$ cat src/rtl/exp_align.sv
// ============================================================================
//  Module      : exp_align
//  Description : Two-stage floating-point exponent alignment pipeline.
//                Stage 1 compares the effective exponents and orders the
//                operands so the larger-exponent one is "big". Stage 2
//                right-shifts the small mantissa by the exponent difference,
//                saturating at the mantissa path width.
//                Valid/ready handshake on both sides, one result per cycle.
//  Options     : EXP_ALIGN_STICKY_EN - when defined, bit 0 of M_small also
//                collects the OR of every bit shifted out (sticky).
//  Revision    : 1.0  initial release
// ============================================================================
`timescale 1ns/1ps
`default_nettype none

module exp_align #(
   parameter int EXP_W  = 8,
   parameter int FRAC_W = 23
) (
   input  logic                      CLK,
   input  logic                      RST,
   input  logic                      in_valid,
   output logic                      in_ready,
   input  logic [EXP_W+FRAC_W:0]     X,
   input  logic [EXP_W+FRAC_W:0]     Y,
   output logic                      out_valid,
   input  logic                      out_ready,
   output logic                      sgn_d,
   output logic [EXP_W-1:0]          E_max,
   output logic [FRAC_W+3:0]         M_big,
   output logic [FRAC_W+3:0]         M_small,
   output logic                      S_big,
   output logic                      S_small
);

   localparam int          c_OP_W = 1 + EXP_W + FRAC_W;
   localparam int          c_MW   = FRAC_W + 4;
   localparam logic [31:0] c_MW_U = c_MW;

   // ------------------------------------------------------------------------
   // Stage 1 operand decode and compare
   // ------------------------------------------------------------------------
   logic [EXP_W-1:0] w_ex_fld;
   logic [EXP_W-1:0] w_ey_fld;
   logic [EXP_W-1:0] w_ex_eff;
   logic [EXP_W-1:0] w_ey_eff;
   logic [c_MW-1:0]  w_mx;
   logic [c_MW-1:0]  w_my;
   logic [EXP_W:0]   w_d;
   logic             w_swap;
   logic [EXP_W:0]   w_dabs;

   assign w_ex_fld = X[FRAC_W +: EXP_W];
   assign w_ey_fld = Y[FRAC_W +: EXP_W];

   // A zero exponent field (subnormal/zero) behaves like exponent 1 with no hidden bit
   assign w_ex_eff = (w_ex_fld == '0) ? EXP_W'(1) : w_ex_fld;
   assign w_ey_eff = (w_ey_fld == '0) ? EXP_W'(1) : w_ey_fld;

   assign w_mx = {(|w_ex_fld), X[FRAC_W-1:0], 3'b000};
   assign w_my = {(|w_ey_fld), Y[FRAC_W-1:0], 3'b000};

   // Signed difference one bit wider than the exponent so it can never overflow
   assign w_d    = {1'b0, w_ex_eff} - {1'b0, w_ey_eff};
   assign w_swap = w_d[EXP_W];
   assign w_dabs = w_swap ? (-w_d) : w_d;

   // ------------------------------------------------------------------------
   // Handshake
   // ------------------------------------------------------------------------
   logic r_s1_valid;
   logic w_s2_adv;

   assign w_s2_adv = !out_valid || out_ready;
   assign in_ready = !r_s1_valid || w_s2_adv;

   // ------------------------------------------------------------------------
   // Stage 1 registers
   // ------------------------------------------------------------------------
   logic             r_s1_sgn;
   logic [EXP_W:0]   r_s1_dabs;
   logic [EXP_W-1:0] r_s1_emax;
   logic [c_MW-1:0]  r_s1_mbig;
   logic [c_MW-1:0]  r_s1_msml;
   logic             r_s1_sbig;
   logic             r_s1_ssml;

   // Capture the ordered operand pair whenever stage 1 can take new data
   always_ff @(posedge CLK) begin
      if (RST) begin
         r_s1_valid <= 1'b0;
         r_s1_sgn   <= 1'b0;
         r_s1_dabs  <= '0;
         r_s1_emax  <= '0;
         r_s1_mbig  <= '0;
         r_s1_msml  <= '0;
         r_s1_sbig  <= 1'b0;
         r_s1_ssml  <= 1'b0;
      end else if (in_ready) begin
         r_s1_valid <= in_valid;
         if (in_valid) begin
            r_s1_sgn  <= w_swap;
            r_s1_dabs <= w_dabs;
            r_s1_emax <= w_swap ? w_ey_eff : w_ex_eff;
            r_s1_mbig <= w_swap ? w_my : w_mx;
            r_s1_msml <= w_swap ? w_mx : w_my;
            r_s1_sbig <= w_swap ? Y[c_OP_W-1] : X[c_OP_W-1];
            r_s1_ssml <= w_swap ? X[c_OP_W-1] : Y[c_OP_W-1];
         end
      end
   end

   // ------------------------------------------------------------------------
   // Stage 2 alignment shifter
   // ------------------------------------------------------------------------
   logic            w_sat;
   logic [c_MW-1:0] w_shifted;
   logic [c_MW-1:0] w_msml_out;

   // Differences at or beyond the path width push every bit out
   assign w_sat     = (32'(r_s1_dabs) >= c_MW_U);
   assign w_shifted = w_sat ? '0 : (r_s1_msml >> r_s1_dabs);

`ifdef EXP_ALIGN_STICKY_EN
   logic [c_MW-1:0] w_lost_mask;
   logic            w_sticky;

   // Mask selects exactly the low bits that fall off the right end
   assign w_lost_mask = ~({c_MW{1'b1}} << r_s1_dabs);
   assign w_sticky    = |(r_s1_msml & w_lost_mask);
   assign w_msml_out  = {w_shifted[c_MW-1:1], w_shifted[0] | w_sticky};
`else
   assign w_msml_out  = w_shifted;
`endif

   // Output register; holds its value while the consumer stalls
   always_ff @(posedge CLK) begin
      if (RST) begin
         out_valid <= 1'b0;
         sgn_d     <= 1'b0;
         E_max     <= '0;
         M_big     <= '0;
         M_small   <= '0;
         S_big     <= 1'b0;
         S_small   <= 1'b0;
      end else if (w_s2_adv) begin
         out_valid <= r_s1_valid;
         if (r_s1_valid) begin
            sgn_d   <= r_s1_sgn;
            E_max   <= r_s1_emax;
            M_big   <= r_s1_mbig;
            M_small <= w_msml_out;
            S_big   <= r_s1_sbig;
            S_small <= r_s1_ssml;
         end
      end
   end

endmodule

`default_nettype wire

$ cat config.mk
export PLATFORM = sky130hd
export DESIGN_NAME = exp_align
export DESIGN_NICKNAME = d
export VERILOG_FILES = /design/src/rtl/exp_align.sv
export SDC_FILE = /design/constraint.sdc
export NUM_CORES = 1
export LEC_CHECK = 0
export CORE_ASPECT_RATIO = 1.5
export CORE_MARGIN = 3
export CORE_UTILIZATION = 35
export DETAILED_ROUTE_END_ITERATION = 8
export PLACE_DENSITY = 0.63
export RECOVER_POWER = 50
export REMOVE_ABC_BUFFERS = 1
export SLEW_MARGIN = 5
export SYNTH_ARGS = -nofsm -noshare
export SYNTH_HDL_FRONTEND = slang
export SYNTH_SLANG_ARGS = --single-unit
$ cat constraint.sdc
create_clock -name CLK -period 6.6 [get_ports CLK]
set_input_delay 1.32 -clock CLK [delete_from_list [all_inputs] [get_ports CLK]]
set_output_delay 1.32 -clock CLK [all_outputs]
set_load 0.01 [all_outputs]
==> metrics.md <==
| Metric | Value |
|---|---|
| Outcome | complete, but fails checks |
| Failing checks | max-capacitance violations, max-slew violations |
| Syn Area/Cell | between 8 and 9 um^2 |
| CP arrival | around 4.9 ns |
| CTS root buf | clkbuf_16 |
| Syn-to-layout area delta | 26.51% |
| Post-route minimum period | 4.685 ns |
| RSZ-0062 raised after global routing | no |
| Max-cap violation count | 3 |
| I/O pin cnt | about 140 |
| Cell Rows | 63 |
| Max IR drop VDD | around 150 uV |
| CP Launch Type | primary input |
| Clk_lat worst skew | about 0.42 ns |
| Die area | between 20000 and 25000 um^2 |
| Core area | 19860 um^2 |
| Mapped Area | 7113 um^2 |
| Power Dens Cells | around 260 nW/um^2 |
| Vias | approximately 6100 |
| Die width | 122.4 um |
| Clock slew at reported path FFs | roughly 0.060 ns |
| H-tree depth | 4 |
| WL/cell | ~16 um |
| Total area of sequential cells | between 2000 and 3000 um^2 |
| First-pass GRT wire length | slightly above 30 mm |
| # Post-CTS Setup Buffers | 0 |
| Synth Warn # | 0 |
| Initial antenna violation count | 0 |
| Peak Freq | approximately 210 MHz |
| Clock Tree Buf Depth | 2 |
| Max-slew headroom | -0.9500 |
| Unique masters post-synth | 68 |
| Critical Path Fanout Max | 37 |
| Post-route antenna net violation count | 0 |
| Nets | roughly 1000 |
| Pins Over Slew Limit | between 100 and 150 |
| Number of CTS-inserted buffers | 17 |
| Worst Max-Slew Pin Slew | 2.925 ns |
| Hold Crit Class | register to register |
| R2R depth | 5 |
| Top_reg_cell synth | dfxtp_1 |
| WHS Path Cells | 2 |
| Fill cell count | approximately 2000 |
| Clock Skews | slightly below 0.01 ns |
| Drt drc | 0 |
| Post-CTS resize count | 0 |
| Synth async-reset ratio | 0 |
| Leakage | ~3.5 nW |
| EDFF count, synth | 0 |
| Hold WS | around 0.45 ns |
| Area occupied by multi-input gates | 3998 um^2 |
| Drt first pass iters | 4 |
| Antenna cell count | 0 |
| Layout cell share with drive strength beyond 1 | 0.07618 |
| CTS tree | built |
| Routed wire length | 18.68 mm |
| CP endpoint kind | register |
| Final Hold Fails | 0 |
| Vias per inst | around 5.1 |
| Setup CP Type | primary input to register |
| Final setup fails | 0 |
| Fin crit share | 0.7099 |
| Cell count after synthesis | 833 |
| Gr ovfl total | 0 |
| Gr usage total | 0.1717 |
| Initial core utilization | 0.3581 |
| Die span in y | 180.6 um |
| Clk sinks | between 100 and 150 |
| Final GP Congestion | between 0.8 and 0.9 |
| Port buffer count | approximately 130 |
| Sequential area share after synthesis | 0.3715 |
| Post-DP HPWL | roughly 13 mm |
| Largest net degree at the start of global routing | 84 |
| Hold_buf cts | 0 |
| Number of global-route vias before repair | approximately 5800 |
| Crit path required time | 6.77 ns |
| Total Power | between 2 and 2.5 mW |
| Flop and latch count out of synthesis | between 100 and 150 |
| DRT iter0 DRCs | ~280 |
==> cell type report <==
type	count	area share
Timing Repair Buffer	141	0.1541
Clock inverter	7	0.007647
Multi-Input combinational cell	613	0.4442
Inverter	14	0.005840
Sequential cell	132	0.2937
Tap cell	260	0.03615
Clock buffer	25	0.05840
==> registers in the layout (all words and copies together), names as in the netlist <==
signal,flops
E_max,8
M_big,24
M_small,27
S_big,1
S_small,1
out_valid,1
r_s1_dabs,9
r_s1_emax,8
r_s1_mbig,24
r_s1_msml,24
r_s1_sbig,1
r_s1_sgn,1
r_s1_ssml,1
r_s1_valid,1
sgn_d,1
==> path summary, 6_finish.rpt <==
path | from | to | slack, ns
max | Y[27] | r_s1_dabs[3] | 1.91
max reg2reg | out_valid | M_small[21] | 3.06
min | E_max[1] | E_max[1] | 0.45
min reg2reg | E_max[1] | E_max[1] | 0.45
==> report_power, final <==
| part | switching, mW | internal [mW] |
|---|---|---|
| registers | 0.0355 | 0.846 |
| logic | 0.279 | 0.213 |
| clock network | 0.347 | 0.587 |
==> logic make-up (layout without fill, tap and decap cells) <==
logic type      after synthesis  after routing  share of synthesized area
fa+ha+maj                     9              9                    0.01653
flops                       132            132                     0.3715
simple gates                275            275                     0.1724
mux                         103            103                     0.1569
xor+xnor                      9              9                    0.01319
compound gates              214            214                     0.2007
buf+inv                      90            187                    0.06825
other cells                   1              3                  0.0005272
==> layer usage <==
| metal | wire length [um] | vias up | track usage |
|---|---|---|---|
| met5 | 0 | - | 0 |
| met4 | 397 | 0 | 0.05516 |
| met1 | 7865 | 2823 | 0.2013 |
| li1 | - | 3151 | - |
| met3 | 687 | 26 | 0.03580 |
| met2 | 9731 | 124 | 0.3073 |
==> stage by stage <==
step | TNS [ns] | utilization | area (um^2) | std cells | setup slack, ns
global placement | 0 | 0.4250 | 8442 | 1160 | 1.663
floorplan | -43.99 | - | 6688 | 759 | -0.7947
global route | 0 | 0.4530 | 8999 | 1192 | 1.626
finish | 0 | 0.4530 | 8999 | 1192 | 1.915
CTS | 0 | 0.4549 | 9036 | 1192 | 1.994
detailed placement | 0 | 0.4250 | 8442 | 1160 | 1.548
==> synthesized netlist by cell type (4+ instances only) <==
cell type | number | share of area
or4_1 | 4 | 0.0042
a211oi_1 | 63 | 0.066
buf_12 | 5 | 0.014
buf_1 | 5 | 0.0026
o21ai_1 | 6 | 0.0042
nand2b_1 | 5 | 0.0044
buf_2 | 8 | 0.0056
buf_4 | 5 | 0.0053
o22ai_1 | 6 | 0.0053
nor3_1 | 20 | 0.014
mux2_2 | 8 | 0.013
mux2i_1 | 89 | 0.13
mux4_2 | 6 | 0.019
clkbuf_1 | 48 | 0.025
ha_1 | 7 | 0.012
buf_6 | 5 | 0.0079
inv_1 | 13 | 0.0069
a22oi_1 | 18 | 0.019
a21o_1 | 4 | 0.0042
o21ai_0 | 17 | 0.012
nor2_1 | 104 | 0.055
xnor2_1 | 4 | 0.0049
a22o_1 | 9 | 0.011
nand3_1 | 8 | 0.0056
dfxtp_1 | 132 | 0.37
nand2_1 | 106 | 0.056
a21oi_1 | 68 | 0.048
==> worst max-delay path, stage by stage <==
cell             delay (ns)
clkdlybuf4s50_1        0.51
or4_1                  0.58
nor2_1                 0.21
or2_2                  0.16
ha_1                   0.14
inv_1                  0.05
fa_1                   0.40
nand2_1                0.12
o2111ai_1              0.13
o2111ai_2              0.19
o21ai_4                0.10
buf_4                  0.30
or3_1                  0.42
a21oi_1                0.15
nor3_1                 0.06
==> cells in the final DEF, fill, tap and decap left out, types with 17 or more instances in the layout <==
cell,count
dlygate4sd3_1,64
nand2_1,106
nor2_1,104
clkdlybuf4s50_1,66
nor3_1,21
dfxtp_1,132
a211oi_1,63
o21ai_0,17
clkbuf_16,17
mux2i_1,89
a21oi_1,67
a22oi_1,18
(Power assumes the default switching activity.)
